File: src/rtl/ccip_mmio_responder.sv
// CCI-P MMIO responder: serves the AFU DFH/ID/CSR space locally, forwards
// accesses at byte offset 0x100 and above to user logic, and returns every
// read as one c2 response carrying the original tid, in request order.
module ccip_mmio_responder #(
  parameter logic [63:0] DFH_VAL     = 64'h1000_0100_0000_0000,
  parameter logic [63:0] AFU_ID_L    = 64'h0,
  parameter logic [63:0] AFU_ID_H    = 64'h0,
  parameter int unsigned USR_TIMEOUT = 256,
  parameter int unsigned RDQ_DEPTH   = 4     // power of 2, at least 2
) (
  input  logic        Clk_400,
  input  logic        SoftReset_n,
  input  logic        c0_mmio_rd_valid,
  input  logic        c0_mmio_wr_valid,
  input  logic [15:0] c0_mmio_addr,
  input  logic [1:0]  c0_mmio_len,
  input  logic [8:0]  c0_mmio_tid,
  input  logic [63:0] c0_mmio_data,
  output logic        c2_rsp_valid,
  output logic [8:0]  c2_rsp_tid,
  output logic [63:0] c2_rsp_data,
  output logic        usr_rd_req,
  output logic [15:0] usr_rd_addr,
  input  logic        usr_rd_ack,
  input  logic [63:0] usr_rd_data,
  output logic        usr_wr_valid,
  output logic [15:0] usr_wr_addr,
  output logic [63:0] usr_wr_data
);

  localparam int unsigned AW = $clog2(RDQ_DEPTH);
  localparam int unsigned CW = $clog2(USR_TIMEOUT + 1);
  localparam logic [CW-1:0] TO_LAST = CW'(USR_TIMEOUT - 1);

  // Qword index (addr[5:1]) of the only writable local register.
  localparam logic [4:0] QW_SCRATCH = 5'd5;

  typedef enum logic [1:0] {S_IDLE, S_USR_WAIT, S_RESP} state_t;

  // 4B reads return the addressed DWORD on both halves; 8B (and any other
  // length code) return the full qword.
  function automatic logic [63:0] f_fmt(input logic [63:0] d, input logic [1:0] len,
                                        input logic a0);
    logic [31:0] dw;
    dw = a0 ? d[63:32] : d[31:0];
    return (len == 2'd0) ? {dw, dw} : d;
  endfunction

  state_t        r_state;
  logic [CW-1:0] r_cnt;
  logic [8:0]    r_cur_tid;
  logic [1:0]    r_cur_len;
  logic          r_cur_a0;
  logic [63:0]   r_scratch;
  logic [31:0]   r_rd_count;
  logic [15:0]   r_to_count;
  logic          r_err;

  logic [8:0]    r_q_tid  [RDQ_DEPTH];
  logic [15:0]   r_q_addr [RDQ_DEPTH];
  logic [1:0]    r_q_len  [RDQ_DEPTH];
  logic [AW:0]   r_wr_ptr;
  logic [AW:0]   r_rd_ptr;

  logic          w_q_empty, w_q_full, w_push, w_pop, w_rd_drop;
  logic          w_wr_scratch, w_wr_usr, w_h_local;
  logic [8:0]    w_h_tid;
  logic [15:0]   w_h_addr;
  logic [1:0]    w_h_len;
  logic [63:0]   w_loc_data;

  // Queue status, request acceptance and write decode.
  always_comb begin
    w_q_empty    = (r_wr_ptr == r_rd_ptr);
    w_q_full     = (r_wr_ptr[AW] != r_rd_ptr[AW]) &&
                   (r_wr_ptr[AW-1:0] == r_rd_ptr[AW-1:0]);
    // A read that collides with a write, or finds the queue full, is dropped.
    w_rd_drop    = c0_mmio_rd_valid && (c0_mmio_wr_valid || w_q_full);
    w_push       = c0_mmio_rd_valid && !w_rd_drop;
    w_pop        = (r_state == S_IDLE) && !w_q_empty;
    w_wr_scratch = c0_mmio_wr_valid && (c0_mmio_addr[15:6] == '0) &&
                   (c0_mmio_addr[5:1] == QW_SCRATCH);
    w_wr_usr     = c0_mmio_wr_valid && (c0_mmio_addr[15:6] != '0);
    w_h_tid      = r_q_tid[r_rd_ptr[AW-1:0]];
    w_h_addr     = r_q_addr[r_rd_ptr[AW-1:0]];
    w_h_len      = r_q_len[r_rd_ptr[AW-1:0]];
    w_h_local    = (w_h_addr[15:6] == '0);
  end

  // Local register map as seen by the request at the head of the queue.
  always_comb begin
    // NOTE: every combinational output gets a default first, so no path leaves it unassigned and no latch is inferred.
    w_loc_data = '0;
    case (w_h_addr[5:1])
      5'd0:       w_loc_data = DFH_VAL;
      5'd1:       w_loc_data = AFU_ID_L;
      5'd2:       w_loc_data = AFU_ID_H;
      QW_SCRATCH: w_loc_data = r_scratch;
      5'd6:       w_loc_data = {32'h0, r_rd_count};
      5'd7:       w_loc_data = {r_err, 47'h0, r_to_count};
      default:    w_loc_data = '0;
    endcase
  end

  // SCRATCH write and sticky ERR.
  always_ff @(posedge Clk_400 or negedge SoftReset_n) begin
    if (!SoftReset_n) begin
      // NOTE: state updates use non-blocking assignments so every register samples pre-edge values.
      r_scratch <= '0;
      r_err     <= 1'b0;
    end else begin
      if (w_wr_scratch) begin
        if (c0_mmio_len != 2'd0)   r_scratch        <= c0_mmio_data;
        else if (c0_mmio_addr[0])  r_scratch[63:32] <= c0_mmio_data[31:0];
        else                       r_scratch[31:0]  <= c0_mmio_data[31:0];
      end
      if (w_rd_drop) r_err <= 1'b1;
    end
  end

  // Registered user write port: one-cycle strobe after the sampling edge.
  always_ff @(posedge Clk_400 or negedge SoftReset_n) begin
    if (!SoftReset_n) begin
      usr_wr_valid <= 1'b0;
      usr_wr_addr  <= '0;
      usr_wr_data  <= '0;
    end else begin
      usr_wr_valid <= w_wr_usr;
      if (w_wr_usr) begin
        usr_wr_addr <= c0_mmio_addr;
        usr_wr_data <= c0_mmio_data;
      end
    end
  end

  // Read-queue storage.
  // NOTE: the storage array has no reset; the pointers alone define which entries are valid.
  always_ff @(posedge Clk_400) begin
    if (w_push) begin
      r_q_tid[r_wr_ptr[AW-1:0]]  <= c0_mmio_tid;
      r_q_addr[r_wr_ptr[AW-1:0]] <= c0_mmio_addr;
      r_q_len[r_wr_ptr[AW-1:0]]  <= c0_mmio_len;
    end
  end

  // Read-queue pointers; the extra MSB tells full from empty.
  always_ff @(posedge Clk_400 or negedge SoftReset_n) begin
    if (!SoftReset_n) begin
      r_wr_ptr <= '0;
      r_rd_ptr <= '0;
    end else begin
      if (w_push) r_wr_ptr <= r_wr_ptr + (AW+1)'(1);
      if (w_pop)  r_rd_ptr <= r_rd_ptr + (AW+1)'(1);
    end
  end

  // Response FSM: pop, optionally wait on user logic, then one response pulse.
  always_ff @(posedge Clk_400 or negedge SoftReset_n) begin
    if (!SoftReset_n) begin
      r_state      <= S_IDLE;
      r_cnt        <= '0;
      r_cur_tid    <= '0;
      r_cur_len    <= '0;
      r_cur_a0     <= 1'b0;
      r_rd_count   <= '0;
      r_to_count   <= '0;
      c2_rsp_valid <= 1'b0;
      c2_rsp_tid   <= '0;
      c2_rsp_data  <= '0;
      usr_rd_req   <= 1'b0;
      usr_rd_addr  <= '0;
    end else begin
      case (r_state)
        S_IDLE: begin
          if (w_pop) begin
            r_cur_tid <= w_h_tid;
            r_cur_len <= w_h_len;
            r_cur_a0  <= w_h_addr[0];
            if (w_h_local) begin
              c2_rsp_valid <= 1'b1;
              c2_rsp_tid   <= w_h_tid;
              c2_rsp_data  <= f_fmt(w_loc_data, w_h_len, w_h_addr[0]);
              r_state      <= S_RESP;
            end else begin
              usr_rd_req  <= 1'b1;
              usr_rd_addr <= w_h_addr;
              r_cnt       <= '0;
              r_state     <= S_USR_WAIT;
            end
          end
        end
        S_USR_WAIT: begin
          // Ack is checked first so it wins over a coincident timeout.
          if (usr_rd_ack) begin
            usr_rd_req   <= 1'b0;
            c2_rsp_valid <= 1'b1;
            c2_rsp_tid   <= r_cur_tid;
            c2_rsp_data  <= f_fmt(usr_rd_data, r_cur_len, r_cur_a0);
            r_state      <= S_RESP;
          end else if (r_cnt == TO_LAST) begin
            usr_rd_req   <= 1'b0;
            c2_rsp_valid <= 1'b1;
            c2_rsp_tid   <= r_cur_tid;
            c2_rsp_data  <= '1;
            if (r_to_count != 16'hFFFF) r_to_count <= r_to_count + 16'd1;
            r_state      <= S_RESP;
          end else begin
            r_cnt <= r_cnt + CW'(1);
          end
        end
        S_RESP: begin
          c2_rsp_valid <= 1'b0;
          c2_rsp_tid   <= '0;
          c2_rsp_data  <= '0;
          r_rd_count   <= r_rd_count + 32'd1;
          r_state      <= S_IDLE;
        end
        default: r_state <= S_IDLE;
      endcase
    end
  end

endmodule

File: config.mk
export PLATFORM = sky130hd
export DESIGN_NAME = ccip_mmio_responder
export DESIGN_NICKNAME = d
export VERILOG_FILES = /design/src/rtl/ccip_mmio_responder.sv
export SDC_FILE = /design/constraint.sdc
export NUM_CORES = 1
export LEC_CHECK = 0
export CAP_MARGIN = 15
export CORE_MARGIN = 3
export CORE_UTILIZATION = 23
export CTS_CLUSTER_SIZE = 8
export DETAILED_ROUTE_END_ITERATION = 12
export PLACE_DENSITY = 0.37
export REMOVE_ABC_BUFFERS = 1
export SYNTH_ARGS = -nofsm -noshare
export SYNTH_HDL_FRONTEND = slang
export SYNTH_SLANG_ARGS = --single-unit
File: constraint.sdc
create_clock -name Clk_400 -period 3 [get_ports Clk_400]
set_clock_uncertainty 0.2 [all_clocks]
set_input_delay 0.3 -clock Clk_400 [delete_from_list [all_inputs] [get_ports Clk_400]]
set_output_delay 0.3 -clock Clk_400 [all_outputs]
set_load 0.05 [all_outputs]
=== Yosys cells after proc, flatten, opt, wreduce, memory -nomap -nowiden ===
Memories as Yosys holds them, arrays and structs flattened.
Cells that the tools add are included.

* Reductions and logical operators: 30
* Mux-type cells: 40
* Bitwise gates (word level): 2
* Eq/ne operators: 18
* $add $sub $neg: 5

{| class="wikitable"
|+ Operators with widths
! kind !! number
|-
| two-way mux 64 bit || 7
|-
| one-hot mux 64 bit (4 select lines) || 1
|-
| one-hot mux 64 bit (3 select lines) || 1
|-
| two-way mux 32 bit || 4
|-
| two-way mux 9 bit || 8
|-
| adder 32 x 1 -> 32 bit (second input constant) || 1
|-
| one-hot mux 9 bit (3 select lines) || 1
|-
| equality test 5 x 3 -> 1 bit (second input constant) || 4
|-
| zero test 10 bit || 2
|-
| one-hot mux 9 bit (2 select lines) || 1
|-
| adder 16 x 1 -> 16 bit (second input constant) || 1
|-
| != test 16 bit (second input constant) || 1
|-
| AND reduction 4 bit || 3
|-
| two-way mux 1 bit || 10
|-
| != test 2 bit (second input constant) || 5
|-
| nonzero test 10 bit || 1
|-
| adder 9 x 1 -> 9 bit (second input constant) || 1
|-
| equality test 9 x 8 -> 1 bit (second input constant) || 1
|-
| two-way mux 2 bit || 4
|-
| AND reduction 2 bit || 4
|-
| logical AND 1 bit || 7
|-
| adder 3 x 1 -> 3 bit (second input constant) || 2
|-
| zero test 2 bit || 3
|-
| nonzero test 2 bit || 3
|-
| 17 further kinds || 19
|}

* Bits in writable memories: 108
* Bits in registers: 314
* Memories kept: 3
* Input bits: 160
* Logic and storage cells: 118
* Output and inout port bits: 172

{| class="wikitable"
|+ Memories
! memory !! depth !! width !! rd ports !! clocked after memory_dff !! write ports !! RTL line !! text
|-
| r_q_addr || 4 || 16 || 1 || 0 || 1 || 60 || <nowiki>logic [15:0] r_q_addr [RDQ_DEPTH];</nowiki>
|-
| r_q_tid || 4 || 9 || 1 || 0 || 1 || 59 || <nowiki>logic [8:0] r_q_tid [RDQ_DEPTH];</nowiki>
|-
| r_q_len || 4 || 2 || 1 || 0 || 1 || 61 || <nowiki>logic [1:0] r_q_len [RDQ_DEPTH];</nowiki>
|}

=== Depth between registers and ports, before layout ===
* Depth after elaboration: 8
* Gate-level depth with buffers: 12
* Mapped depth without buffers: 10

=== Worst setup path before layout ===
No wires, ideal clock.

* Path kind: register to register
* From: register r_rd_ptr[0]
* To: register c2_rsp_data[22]
* Library setup time: 0.132 ns
* Setup slack: 0.262 ns
* Path buffers: 4
* Stages on the path, launching flop included: 10
* Data required time: 2.668 ns
* Data arrival time: 2.406 ns
* Cells stage by stage: dfrtp_1 buf_6 mux4_2 or3b_1 buf_6 and2_4 buf_6 buf_6 a222oi_1 o21ai_1

* Cells in the longest elaborated chain, start to end: 8

{| class="wikitable"
|+ RTL lines
! element !! RTL line !! text
|-
| from (decl) || 63 || <nowiki>logic [AW:0] r_rd_ptr;</nowiki>
|-
| from (signal assigned) || 153 || <nowiki>if (w_pop) r_rd_ptr <= r_rd_ptr + (AW+1)'(1);</nowiki>
|-
| memory (4 x 16 bit) || n/a ||
|-
| equality test 5 x 3 -> 1 bit / zero test 5 bit (equally long branches) || 94 || <nowiki>case (w_h_addr[5:1])</nowiki>
|-
| one-hot mux 64 bit (4 select lines) || 94 ||
|-
| two-way mux 32 bit || 45 || <nowiki>dw = a0 ? d[63:32] : d[31:0];</nowiki>
|-
| two-way mux 64 bit || 46 || <nowiki>return (len == 2'd0) ? {dw, dw} : d;</nowiki>
|-
| two-way mux 64 bit || 179 || <nowiki>if (w_h_local) begin</nowiki>
|-
| two-way mux 64 bit || 175 || <nowiki>if (w_pop) begin</nowiki>
|-
| one-hot mux 64 bit (3 select lines) || 173 || <nowiki>case (r_state)</nowiki>
|-
| to (signal assigned) || 182 || <nowiki>c2_rsp_data <= f_fmt(w_loc_data, w_h_len, w_h_addr[0]);</nowiki>
|-
| to (signal assigned) || 198 || <nowiki>c2_rsp_data <= f_fmt(usr_rd_data, r_cur_len, r_cur_a0);</nowiki>
|-
| to (decl) || 21 || <nowiki>output logic [63:0] c2_rsp_data,</nowiki>
|}

Several ways; a longest one is shown, not always the timed one. The select of a mux whose other input is x is not followed.
A chain may end at the register's enable or synchronous reset.

=== Worst setup path in the final report ===
* From: register r_rd_ptr[0]
* To: register c2_rsp_data[18]

The elaborated chain is that of the path after synthesis.

==> results.py <==
metrics = {
    "route": {
        "first_pass_iters": 6,
        "route.detailed.drc": 0,
        "detail-route-antenna-nets": 0,
        "detail_route.iter0.violations": 840,
        "via_count": 14700,
        "drt-vias-per-instance": 4.69,
        "routed_wirelength_um": 70100,
        "drt-wirelength-per-cell_um": 22.4,
    },
    "global_routing": {
        "overflow": 0,
        "grt_max_degree": 74,
        "grt_pass1_wl_um": 103000,
        "track_usage_pct": 15.7,
        "number_of_global_route_vias_before_repair": 15500,
        "initial_antenna_violation_count": 7,
    },
    "synth": {
        "yosysWarnings": 0,
        "synth_sequential_area_ratio_pct": 57.4,
        "top_reg_cell_synth": "sky130_fd_sc_hd__dfrtp_1",
        "post_synth_inst_count": 1627,
        "synth_largest_area_cell": "sky130_fd_sc_hd__dfrtp_1",
        "syn-cell-area_sq_um": 19300,
        "synth-async-reset-ratio_pct": 74.4,
        "number_of_enable_type_register_cells_in_the_synthesized_netlist": 108,
        "ys_top_cells_by_area": "sky130_fd_sc_hd__dfrtp_1 41%, sky130_fd_sc_hd__edfxtp_1 17%, sky130_fd_sc_hd__mux2_2 9.2%",
        "number_of_synthesized_register_bits": 422,
        "synth.top_cell.area_share_pct": 40.7,
        "post_synth_num_cell_types": 67,
        "postSynthAreaPerCell_sq_um": 11.9,
    },
    "timing": {
        "hold_viol": 0,
        "finalWorstPathRequiredPeriod_ps": 2900,
        "worst_pin_slew_ps": 1060,
        "relSlewSlack_pct": 29.1,
        "rsz0062_at_grt": "false",
        "timing.final.max_slew_violations": 0,
        "timing.hold.ws_ps": 113,
        "timing.fmax_mhz": 345,
        "setup_viol_count_final": 0,
        "setup_slack_ps": 101,
        "final.period_utilization_pct": 96.6,
    },
    "worst_hold_path": {
        "hp-class": "primary input to async pin",
    },
    "floorplanning": {
        "die-width_um": 296,
        "effective_utilization_at_floorplan_pct": 23.4,
        "num_io_pins": 332,
        "fp.dieArea_sq_um": 87500,
        "num_rows": 105,
        "die_h_um": 296,
        "core_region_area_sq_um": 82600,
    },
    "clock_tree": {
        "cts_buffers": 60,
        "cts_buffer_depth": 3,
        "clk_transition_reported_paths_ps": 50,
        "worst_skew_pair_later_pin_latency_ps": 610,
        "htree_num_levels": 2,
        "tritoncts_num_sinks": 422,
        "cts_tree": "built",
        "cts_root_buffer": "sky130_fd_sc_hd__clkbuf_16",
    },
    "flow_run": {
        "drv_cap": 0,
    },
    "placed_design": {
        "place_hpwl_um": 49300,
        "place_inst": 3026,
        "dp_slack_ps": -524,
        "detailed_place.area_sq_um": 24800,
        "placement.io_buffers": 331,
        "place.gp.congestion": 0.754,
    },
    "worst_setup_path": {
        "worstSetupPathType": "flip-flop to flip-flop",
        "crit_path_max_fanout": 14,
        "worst-endpoint-required_ps": 3270,
        "critical_path.most_common_cell": "sky130_fd_sc_hd__buf_12",
        "max_stage_delay_ps": 620,
        "critical_path.slowest_cell": "sky130_fd_sc_hd__mux4_2",
        "cpLargestDelayFamily": "compound AO/OA/AOI/OAI gates",
        "timing.reg2reg.setup_slack_ps": 100,
        "timing.critical_path.to_type": "flip-flop",
        "cp_num_buf_inv": 2,
        "crit_chain": "buf_12 > mux4_2 > nor2b_1 > and2_0 > buf_12 > a22o_1 > a222oi_1 > o21ai_1",
        "start_kind": "flip-flop",
        "arrival_time_at_the_worst_endpoint_ps": 3170,
    },
    "outcome": {
        "outcome": "finished clean",
    },
    "power_and_ir_drop": {
        "power.leakage_nw": 10.5,
        "irDropWorstVdd_v": 0.000521,
        "report.power.total_mw": 26.7,
        "p_per_area_nw_per_um2": 999,
    },
    "layout": {
        "design_area_sq_um": 26700,
        "layout-drive-gt1-share_pct": 19.8,
        "fin_nets": 2198,
        "final_cells": 3131,
        "areaGrowthSynthToFinish_pct": 38.2,
    },
}
## cell usage in the layout (no fill, tap or decap), types with 34 or more instances in the layout
cell	Yosys	routed
sky130_fd_sc_hd__buf_4	5	78
sky130_fd_sc_hd__a21oi_1	41	40
sky130_fd_sc_hd__buf_12	0	36
sky130_fd_sc_hd__nor2_1	134	132
sky130_fd_sc_hd__dfrtp_1	314	313
sky130_fd_sc_hd__a31oi_1	69	69
sky130_fd_sc_hd__nand2_1	216	213
sky130_fd_sc_hd__edfxtp_1	108	108
sky130_fd_sc_hd__clkdlybuf4s50_1	0	329
sky130_fd_sc_hd__xnor2_1	37	37
sky130_fd_sc_hd__mux2i_1	34	34
sky130_fd_sc_hd__clkbuf_16	0	63
sky130_fd_sc_hd__mux2_2	158	158
sky130_fd_sc_hd__nand3_1	64	62
## report_power, final
group,switching (mW),internal [mW]
registers,0.643,7.07
clock network,2.55,3.88
logic,7.89,4.64
total,11.1,15.6
## repair_timing
action,4_1_cts,5_1_grt
cloned,0,1
pin swaps,0,2
setup endpoints to repair,3,28
buffers inserted,0,5
hold buffers,1,0
gates resized for setup,1,7
hold endpoints to repair,97,0
## cell families after synthesis
group	synth area share, %
buf+inv	2.86
fa+ha+maj	0.842
compound gates	9.77
simple gates	12.5
mux	14.2
flops	57.4
xor+xnor	2.40
## final cells by class
| type | count | area [sq um] |
|---|---|---|
| antenna | 4 | 10.0 |
| clock buffer | 92 | 1690 |
| clock inverter | 2 | 46.3 |
| fill | 8239 | 55900 |
| inverter | 10 | 37.5 |
| multi-input combinational | 1083 | 7810 |
| sequential | 422 | 11100 |
| tap | 1070 | 1340 |
| timing repair buffer | 448 | 4670 |
## flip-flops by register name (all words and copies together) (netlist names), 16 cells and up
register / cells
r_q_addr: 64
r_rd_count: 32
usr_wr_addr: 16
usr_wr_data: 64
r_scratch: 64
c2_rsp_data: 64
r_to_count: 16
usr_rd_addr: 16
r_q_tid: 36
## synth_stat cells (33+ instances only)
cell type                  count
sky130_fd_sc_hd__edfxtp_1    108
sky130_fd_sc_hd__mux2i_1      34
sky130_fd_sc_hd__dfrtp_1     314
sky130_fd_sc_hd__nor2_1      134
sky130_fd_sc_hd__a31oi_1      69
sky130_fd_sc_hd__nand3_1      64
sky130_fd_sc_hd__nand2_1     216
sky130_fd_sc_hd__mux2_2      158
sky130_fd_sc_hd__nor3_1       33
sky130_fd_sc_hd__xnor2_1      37
sky130_fd_sc_hd__clkbuf_1     76
sky130_fd_sc_hd__a21oi_1      41
## metrics by stage
| step | util [%] | TNS [ps] |
|---|---|---|
| 2_1_floorplan | - | -395210 |
| 3_3_place_gp | 30.1 | -28180 |
| 3_5_place_dp | 30.1 | -24860 |
| 4_1_cts | 32.2 | 0 |
| 5_1_grt | 32.3 | 0 |
| 6_report | 32.3 | 0 |
## final timing paths
check                                            startpoint                     endpoint  cells after the start
worst max-delay path                r_rd_ptr[0]$_DFFE_PN0P_  c2_rsp_data[18]$_DFFE_PN0P_                      8
max in group asynchronous                       SoftReset_n  usr_wr_data[11]$_DFFE_PN0P_                      3
worst min register to register  c2_rsp_data[20]$_DFFE_PN0P_  c2_rsp_data[20]$_DFFE_PN0P_                      2
worst min-delay path                            SoftReset_n  c2_rsp_data[18]$_DFFE_PN0P_                      2
worst max register to register      r_rd_ptr[0]$_DFFE_PN0P_  c2_rsp_data[18]$_DFFE_PN0P_                      8
min in group Clk_400                         c0_mmio_tid[1]      r_q_tid[3][1]$_DFFE_PP_                      1
## per-layer routing
metal,part of all wire [%],track usage (%)
met2,49,26.9
met5,0.048,0
met3,6.9,3.80
met1,43,20.1
met4,2.0,3.75
Power figures use the tool's default switching activity.
